**src/rtl/uart_rx_fifo.sv**
```systemverilog
// uart_rx_fifo: 8N1 UART receiver with mid-bit sampling feeding a show-ahead byte FIFO
// with a valid/ready read port, framing-error and overflow pulses.
module uart_rx_fifo #(
  parameter int CLK_DIV = 434,
  parameter int FIFO_AW = 3
) (
  input  logic               clk,
  input  logic               rst_n,
  input  logic               rx,
  output logic [7:0]         rx_data,
  output logic               rx_valid,
  input  logic               rx_ready,
  output logic               frame_err,
  output logic               overflow,
  output logic [FIFO_AW:0]   fifo_count
);
  localparam int DEPTH = 1 << FIFO_AW;
  localparam logic [15:0] HALF = 16'(CLK_DIV / 2 - 1);
  localparam logic [15:0] FULL = 16'(CLK_DIV - 1);
  typedef enum logic [1:0] {IDLE, START, DATA, STOP} state_t;
  state_t             state_q, state_d;
  logic               s1_q, s2_q, s3_q;
  logic [1:0]         vld_q, vld_d;
  logic               armed_q, armed_d;
  logic [15:0]        cnt_q, cnt_d;
  logic [2:0]         bit_q, bit_d;
  logic [7:0]         shift_q, shift_d;
  logic               push_q, push_d;
  logic               ferr_q, ferr_d;
  logic               ovf_q, ovf_d;
  logic [FIFO_AW:0]   wptr_q, wptr_d, rptr_q, rptr_d;
  logic [7:0]         mem_q [DEPTH];
  logic               fall, cnt_z, full, pop, wr;
  logic [FIFO_AW:0]   count;
  // The synchroniser presets high, so a line already low at reset release would
  // look like an edge; armed_q waits until a genuinely sampled high has been seen.
  always_comb begin
    vld_d   = {vld_q[0], 1'b1};
    armed_d = armed_q | (vld_q[1] & s2_q);
    fall    = armed_q & s3_q & ~s2_q;
    cnt_z   = cnt_q == 16'd0;
    state_d = state_q;
    cnt_d   = cnt_z ? cnt_q : cnt_q - 16'd1;
    bit_d   = bit_q;
    shift_d = shift_q;
    push_d  = 1'b0;
    ferr_d  = 1'b0;
    unique case (state_q)
      IDLE: if (fall) begin
        cnt_d   = HALF;
        state_d = START;
      end
      START: if (cnt_z) begin
        cnt_d   = FULL;
        bit_d   = 3'd0;
        state_d = s2_q ? IDLE : DATA;
      end
      DATA: if (cnt_z) begin
        shift_d = {s2_q, shift_q[7:1]};
        cnt_d   = FULL;
        bit_d   = bit_q + 3'd1;
        state_d = bit_q == 3'd7 ? STOP : DATA;
      end
      STOP: if (cnt_z) begin
        push_d  = s2_q;
        ferr_d  = ~s2_q;
        state_d = IDLE;
      end
    endcase
  end
  always_comb begin
    count  = wptr_q - rptr_q;
    full   = count == (FIFO_AW + 1)'(DEPTH);
    pop    = (count != '0) & rx_ready;
    wr     = push_q & (~full | pop);
    wptr_d = wptr_q + (FIFO_AW + 1)'(wr);
    rptr_d = rptr_q + (FIFO_AW + 1)'(pop);
    ovf_d  = push_q & full & ~pop;
  end
  always_ff @(posedge clk or negedge rst_n) begin
    if (!rst_n) begin
      s1_q    <= 1'b1;
      s2_q    <= 1'b1;
      s3_q    <= 1'b1;
      vld_q   <= '0;
      armed_q <= 1'b0;
      state_q <= IDLE;
      cnt_q   <= '0;
      bit_q   <= '0;
      shift_q <= '0;
      push_q  <= 1'b0;
      ferr_q  <= 1'b0;
      ovf_q   <= 1'b0;
      wptr_q  <= '0;
      rptr_q  <= '0;
    end else begin
      s1_q    <= rx;
      s2_q    <= s1_q;
      s3_q    <= s2_q;
      vld_q   <= vld_d;
      armed_q <= armed_d;
      state_q <= state_d;
      cnt_q   <= cnt_d;
      bit_q   <= bit_d;
      shift_q <= shift_d;
      push_q  <= push_d;
      ferr_q  <= ferr_d;
      ovf_q   <= ovf_d;
      wptr_q  <= wptr_d;
      rptr_q  <= rptr_d;
    end
  end
  always_ff @(posedge clk) begin
    if (wr) mem_q[wptr_q[FIFO_AW-1:0]] <= shift_q;
  end
  assign rx_valid   = count != '0;
  assign rx_data    = rx_valid ? mem_q[rptr_q[FIFO_AW-1:0]] : 8'h00;
  assign fifo_count = count;
  assign frame_err  = ferr_q;
  assign overflow   = ovf_q;
endmodule

```
**config.mk**
```make
export PLATFORM = sky130hd
export DESIGN_NAME = uart_rx_fifo
export DESIGN_NICKNAME = d
export VERILOG_FILES = /design/src/rtl/uart_rx_fifo.sv
export SDC_FILE = /design/constraint.sdc
export NUM_CORES = 1
export LEC_CHECK = 0
export CAP_MARGIN = 20
export CORE_UTILIZATION = 50
export DETAILED_ROUTE_END_ITERATION = 8
export PLACE_DENSITY = 0.79
export SLEW_MARGIN = 20
export SYNTH_ARGS = -nofsm -noshare
export SYNTH_HDL_FRONTEND = slang
export SYNTH_SLANG_ARGS = --single-unit
```
**constraint.sdc**
```tcl
create_clock -name clk -period 5.2 [get_ports clk]
set_clock_uncertainty 0.15 [all_clocks]
set_input_delay 0.52 -clock clk [delete_from_list [all_inputs] [get_ports clk]]
set_output_delay 0.52 -clock clk [all_outputs]
set_load 0.01 [all_outputs]
```
==> metrics.md, run 1 <==
| Metric | Value |
|---|---|
| Post-cts sizing count | `0` |
| Fmax | `0.245 GHz` |
| Synthesized area per cell | `around 15 µm²` |
| Storage cell area | `3080 µm²` |
| CTS Buffer Depth | `2` |
| Vias in the first global route | `between 2000 and 3000` |
| CP required | `between 4 and 5 ns` |
| CP endpoint kind | `output pin` |
| Hold WS | `-0.0151 ns` |
| Synth unique cells | `46` |
| Switching portion of total power | `0.360` |
| Die width | `99.1 µm` |
| Sw Pwr | `slightly above 0.0009 W` |
| DP HPWL | `about 5600 µm` |
| Clock Power Share | `0.198` |
| Die ar. | `9810 µm²` |
| Final ANT Viol Nets | `0` |
| Crit Path Max Fanout | `19` |
| HP Class | `in -> async` |
| Pint | `about 0.0017 W` |
| Starting Density | `0.512` |
| H-tree depth | `3` |
| Io pins | `19` |
| CTS buffer count | `9` |
| GRT Resource Usage Total | `0.183` |
| Async SR Flop Fraction | `0.418` |
| First-pass GRT wire length | `roughly 14000 µm` |
| Final period util | `0.784` |
| Residual DRC | `0` |
| CP Launch Type | `flop` |
| Area Growth Syn to Fin | `11.6%` |
| Leakage power | `a little over 2 nW` |
| 1st-iter DRT viols | `about 220` |
| Worst R2R Start | `rptr_q[1]` |
| Seq/Total Area, Yosys | `0.653` |
| Max_slew headroom | `0.297` |
| RSZ-0062 raised after global routing | `no` |
| Area occupied by multi-input gates | `between 1500 and 2000 µm²` |
| Routability congestion estimate | `about 0.80` |
| Syn nets | `343` |
| Mapped cell area | `between 4000 and 5000 µm²` |
| Die Y | `a little under 100 µm` |
| MaxCap Viol Count | `0` |
| # rows | `35` |
| PD cells | `a little under 500 nW/µm²` |
| Via density | `roughly 5.7` |
| EDFF count, synth | `64` |
| Post-layout net count | `369` |
| Comb power frac | `0.360` |
| Type of the worst setup path | `reg -> out` |
| Routed len/inst | `between 15 and 20 µm` |
| Overflow left after global routing | `0` |
| Hold buffers post-CTS | `0` |
| Critical Path AT | `3.41 ns` |
| ANT cells | `0` |
| Sequential cell fraction of total power | `0.442` |
| DR vias | `roughly 2700` |
| Mapped Cells | `between 300 and 400` |
| Drt pass-1 iters | `4` |
| Initial antenna violation count | `0` |
| Port Buffers | `18` |
| Cell Area, Placed | `5030 µm²` |
| Max rail drop VDD | `approximately 0.29 mV` |
| Final setup fails | `0` |
| Final Hold Fails | `24` |
| Final Instance Area | `roughly 5300 µm²` |
| Fillers | `approximately 720` |
| Layout Utilization | `0.572` |
| Max-slew violation count | `0` |
| Largest net degree at the start of global routing | `47` |
| Core area | `around 9000 µm²` |
| Clock Latency Late Sink | `0.38 ns` |
| Actual slew at the worst max-slew pin | `~1.0 ns` |
| Ys Warns | `0` |
| Clock sink count | `110` |
| Top FF cell, synth | `edfxtp_1` |
| Final min period | `about 4.1 ns` |
| CTS tree | `yes` |
| Seq cells post-synth | `between 100 and 150` |
| Root buffer cell | `clkbuf_8` |
| Share of layout cells above drive strength 1 | `0.169` |
| Failing checks | `hold timing` |
| Critical Path Start | `rptr_q[1]` |
| Clock-pin slew on the worst setup and hold paths | `between 0.1 and 0.15 ns` |
| Status | `finished with violations` |
| Wirelength, routed | `~8100 µm` |
| Setup Fix Bufs, Post-CTS | `0` |
| Final TNS setup | `0 ns` |
==> final timing paths <==
path / end / slack (ns) / cells after the start
setup / recovery: rx_data[6] / 1.12 / 8
hold / removal: bit_q[0] / -0.02 / 1
setup reg to reg: mem_q[5][5] / 1.59 / 7
hold reg to reg: vld_q[1] / 0.21 / 0
max in group asynchronous: cnt_q[14] / 4.51 / 1
min in group clk: vld_q[1] / 0.21 / 0
==> power by group through the flow <==
stage	clock network [W]	logic (W)	registers [W]
after floorplan	0	0.000672	0.00110
after global placement	0	0.000897	0.00115
after detailed placement	0	0.000926	0.00116
after CTS	0.000527	0.000934	0.00114
after global routing	0.000562	0.00102	0.00116
final	0.000513	0.000933	0.00114
==> layout by cell type (no fill, tap or decap), types with 3 or more instances in the layout <==
master / synthesis / routed
clkinv_8: 0 / 3
o21ai_1: 3 / 3
dfrtp_1: 43 / 43
nor2_1: 15 / 15
nor2b_1: 4 / 4
ha_1: 15 / 15
clkbuf_8: 0 / 9
o21ai_0: 8 / 8
xnor2_1: 8 / 8
buf_4: 0 / 6
nand2_1: 26 / 26
inv_1: 12 / 12
or3_1: 3 / 3
a21oi_1: 14 / 14
dfstp_2: 3 / 3
xor2_1: 6 / 6
edfxtp_1: 64 / 64
mux2_2: 8 / 8
nor4_1: 8 / 8
clkdlybuf4s50_1: 0 / 17
nand2b_1: 6 / 6
mux4_2: 16 / 16
nand3_1: 5 / 5
nor3_1: 14 / 12
==> kinds of logic (layout without fill, tap and decap cells) <==
group	count (synthesis)	count (layout)	share of synthesized area
buf+inv	21	52	0.0178
flops	110	110	0.653
fa+ha+maj	16	16	0.0441
compound gates	37	37	0.0465
mux	25	25	0.0977
other cells	1	1	0.000796
xor+xnor	14	14	0.0260
simple gates	99	99	0.114
==> worst max-delay path, stage by stage (launching register included) <==
cell and delay (ns):
dfrtp_1 0.85, inv_1 0.19, ha_1 0.31, nor2b_1 0.12
o21ai_0 0.24, a21oi_1 0.20, o21a_1 0.36, a21oi_1 0.20
clkdlybuf4s50_1 0.56
==> cell type report <==
| class | count | share of cell area |
|---|---|---|
| clock buffers | 9 | 0.0236 |
| clock inverters | 7 | 0.0167 |
| repair buffers | 23 | 0.0409 |
| inverters | 13 | 0.00928 |
| multi-input cells | 192 | 0.298 |
| well taps | 111 | 0.0264 |
| flip-flops and latches | 110 | 0.585 |
==> registers in the layout (all words and copies together) (netlist names), 2 cells and up, named ones only <==
register and count:
shift_q 8, vld_q 2, mem_q 64, bit_q 3
rptr_q 4, cnt_q 16, wptr_q 4
==> layer usage <==
metal | wire [µm] | track usage | up-vias
met1 | 3650 | 0.246 | 1338
met2 | 4020 | 0.289 | 51
met4 | 82 | 0.0690 | 0
li1 | - | - | 1255
met5 | 0 | 0 | -
met3 | 339 | 0.0496 | 7
==> Yosys cell counts, drive strengths merged (2+ instances only) <==
cell    count  area share
dfrtp      43        0.23
inv        12      0.0096
nor2b       4      0.0053
edfxtp     64        0.41
ha         15       0.040
and2        2      0.0027
dfstp       3       0.017
nor3       14       0.015
nor4       10       0.018
a32o        2      0.0042
buf         4      0.0042
mux4       16       0.076
o21a        2      0.0032
xnor2       8       0.015
mux2        8       0.019
xor2        6       0.011
a211oi      2      0.0032
nand3b      2      0.0032
nand3       5      0.0053
a21oi      14       0.015
and3        2      0.0027
or4         4      0.0080
clkbuf      4      0.0032
or3         3      0.0040
nand2b      6      0.0080
nand2      26       0.021
a21o        2      0.0032
o21ai      11       0.012
nor2       17       0.015
==> stage by stage <==
stage / worst slack [ns] / cells / total power [W]
global route: 0.844 / 465 / 0.00275
CTS: 1.14 / 465 / 0.00260
detailed placement: 1.45 / 449 / 0.00209
floorplan: 1.67 / 323 / 0.00177
finish: 1.12 / 465 / 0.00259
global placement: 1.55 / 449 / 0.00205
(Power assumes the default switching activity.)
==> inputs of run 2 (changes only) <==
==> constraint.sdc (replaced) <==
create_clock -name clk -period 4.2 [get_ports clk]
set_clock_uncertainty 0.15 [all_clocks]
set_input_delay 0.42 -clock clk [delete_from_list [all_inputs] [get_ports clk]]
set_output_delay 0.42 -clock clk [all_outputs]
set_load 0.01 [all_outputs]
==> run 2 against run 1 <==
  * Wire length rose by 2.6%
  * Via count increased by 1.3%
  * Global-route usage about the same
  * Utilization hardly changed
  * Non-clock buffer count increased by 4
  * Final area about the same
  * Cell count grew 0.86%
  * Clock power grew 16%
  * Worst hold slack better by 0.22 ns
  * Sequential power up 21%
  * Sequential cell count did not move
  * The run now ends clean
  * Worst setup slack got worse by 0.65 ns
==> metrics.md, run 2 (synthesis results as in run 1) <==
| Metric | Value |
|---|---|
| 1st-iter DRT viols | `around 140` |
| Drt pass-1 iters | `4` |
| Largest register FFs | `64` |
| CTS buffer count | `9` |
| DR vias | `roughly 2700` |
| R2r worst-path depth | `7` |
| First-pass GRT wire length | `13600 µm` |
| Largest net degree at the start of global routing | `47` |
| Commonest cells after routing, fill and taps aside | `edfxtp_1, dfrtp_1, nand2_1, clkdlybuf4s50_1, mux4_2` |
| CP Launch Type | `flop` |
| Vias in the first global route | `around 2700` |
| CP endpoint kind | `output pin` |
| Most frequent CP cell | `a21oi_1` |
| GRT Resource Usage Total | `0.183` |
| Routed len/inst | `17.7 µm` |
| Status | `finished clean` |
| Area Growth Syn to Fin | `11.7%` |
| Hold WS | `between 0.2 and 0.25 ns` |
| CP required | `3.63 ns` |
| Port Buffers | `18` |
| Routability congestion estimate | `between 0.7 and 0.8` |
| CTS tree | `yes` |
| Final Hold Fails | `0` |
| Final Instance Area | `approximately 5300 µm²` |
| PnR worst setup slack | `roughly 0.48 ns` |
| Clock sink count | `between 100 and 150` |
| Reg2Reg Setup Slack | `a little under 0.7 ns` |
| Die ar. | `approximately 9800 µm²` |
| Actual slew at the worst max-slew pin | `1.12 ns` |
| Critical path's largest stage delay | `between 0.5 and 0.6 ns` |
| Via density | `between 5 and 6` |
| Worst R2R Start | `rptr_q[2]` |
| Hold Crit Depth | `0` |
| Share of layout cells above drive strength 1 | `0.173` |
| Leakage power | `approximately 2 nW` |
| Starting Density | `0.512` |
| PD cells | `around 600 nW/µm²` |
| Initial antenna violation count | `0` |
| RSZ-0062 raised after global routing | `no` |
| Cell Area, Placed | `a little over 5000 µm²` |
| Critical Path AT | `3.15 ns` |
| Final setup fails | `0` |
| Hold path start | `vld_q[0]` |
| MaxCap Viol Count | `0` |
| FF-to-FF End | `mem_q[4][7]` |
| ANT cells | `0` |
| CTS Buffer Depth | `2` |
| Crit Path Max Fanout | `11` |
| Placed cell count | `~450` |
| Die width | `just under 100 µm` |
| CP max-delay cell | `dfrtp_1` |
| Final period util | `0.886` |
| Post-layout net count | `373` |
| Core area | `between 9000 and 10000 µm²` |
| Setup slack at placement | `0.642 ns` |
| Fmax | `0.269 GHz` |
| Max_slew headroom | `0.247` |
| Overflow left after global routing | `0` |
| DP HPWL | `a little under 6000 µm` |
| H-tree depth | `3` |
| Final min period | `roughly 3.7 ns` |
| Clock-pin slew on the worst setup and hold paths | `0.10 ns` |
| Max-slew violation count | `0` |
| Final TNS setup | `0 ns` |
| Final non-filler cell total | `between 400 and 500` |
| HP Class | `reg -> reg` |
| Clock Latency Late Sink | `0.36 ns` |
| Most common cell after layout, fill and taps aside | `edfxtp_1` |
| Worst-path cell chain | `clkinv_1 -> ha_1 -> o21ai_0 -> a21oi_1 -> o21a_1 -> a21oi_1 -> clkdlybuf4s50_1` |
| Residual DRC | `0` |
| Io pins | `19` |
| Root buffer cell | `clkbuf_8` |
| WHS Endpoint | `vld_q[1]` |
| Final ANT Viol Nets | `0` |
| Max rail drop VDD | `approximately 0.36 mV` |
| # rows | `35` |
| Type of the worst setup path | `reg -> out` |
| Die Y | `between 90 and 100 µm` |
| Wirelength, routed | `8310 µm` |
==> run 2: cell types whose count changed in the layout (fill, tap and decap cells not counted), sizes merged <==
| cell | change |
|---|---|
| buf | +3 |
| clkinv | -2 |
| dlygate4sd3 | +1 |
| inv | +2 |
==> run 2: area by class of cell <==
class / count / area, µm²
clock inverters: 7 / 63.8
well taps: 111 / 139
repair buffers: 27 / 248
flip-flops and latches: 110 / 3080
inverters: 13 / 48.8
fillers: 709 / 3940
multi-input cells: 192 / 1560
clock buffers: 9 / 124
==> run 2: report_power, final <==
| group | switching [W] | total, W | internal [W] |
|---|---|---|---|
| registers | 0.000131 | 0.00138 | 0.00125 |
| logic | 0.000623 | 0.00119 | 0.000566 |
| clock network | 0.000363 | 0.000595 | 0.000232 |
==> run 2: repair_timing <==
action                                 CTS  global route
resized for setup                        0             0
hold buffers                             0             1
endpoints found under the hold margin    0            43
setup buffers                            0             0
==> run 2: critical path, delay by kind of cell, from the launching register on <==
family	cells	cell delay (ns)
AO/OA/AOI/OAI	4	0.91
buffers and inverters	2	0.87
flip-flops	1	0.58
adder cells (fa/ha/maj)	1	0.42
==> run 2: worst max path at each step <==
| stage | start | to |
|---|---|---|
| after global placement | rptr_q[2] | mem_q[7][5] |
| final | rptr_q[2] | rx_data[2] |
| after floorplan | rptr_q[1] | mem_q[0][0] |
| after CTS | rptr_q[2] | rx_data[6] |
| after global routing | rptr_q[2] | rx_data[2] |
| after detailed placement | rptr_q[2] | mem_q[5][4] |
==> run 2: metal layers <==
metal | routed length (µm) | GRT usage | vias up | share of wire
li1 | - | - | 1259 | -
met5 | 0 | 0 | - | 0
met3 | 372 | 0.0475 | 10 | 0.045
met1 | 3650 | 0.232 | 1352 | 0.44
met4 | 86 | 0.0452 | 0 | 0.010
met2 | 4200 | 0.317 | 65 | 0.51
==> run 2: stage by stage <==
stage / total power (W) / util
after CTS: 0.00320 / 0.570
after global placement: 0.00256 / 0.549
final: 0.00317 / 0.572
after detailed placement: 0.00260 / 0.549
after floorplan: 0.00220 / -
after global routing: 0.00337 / 0.572
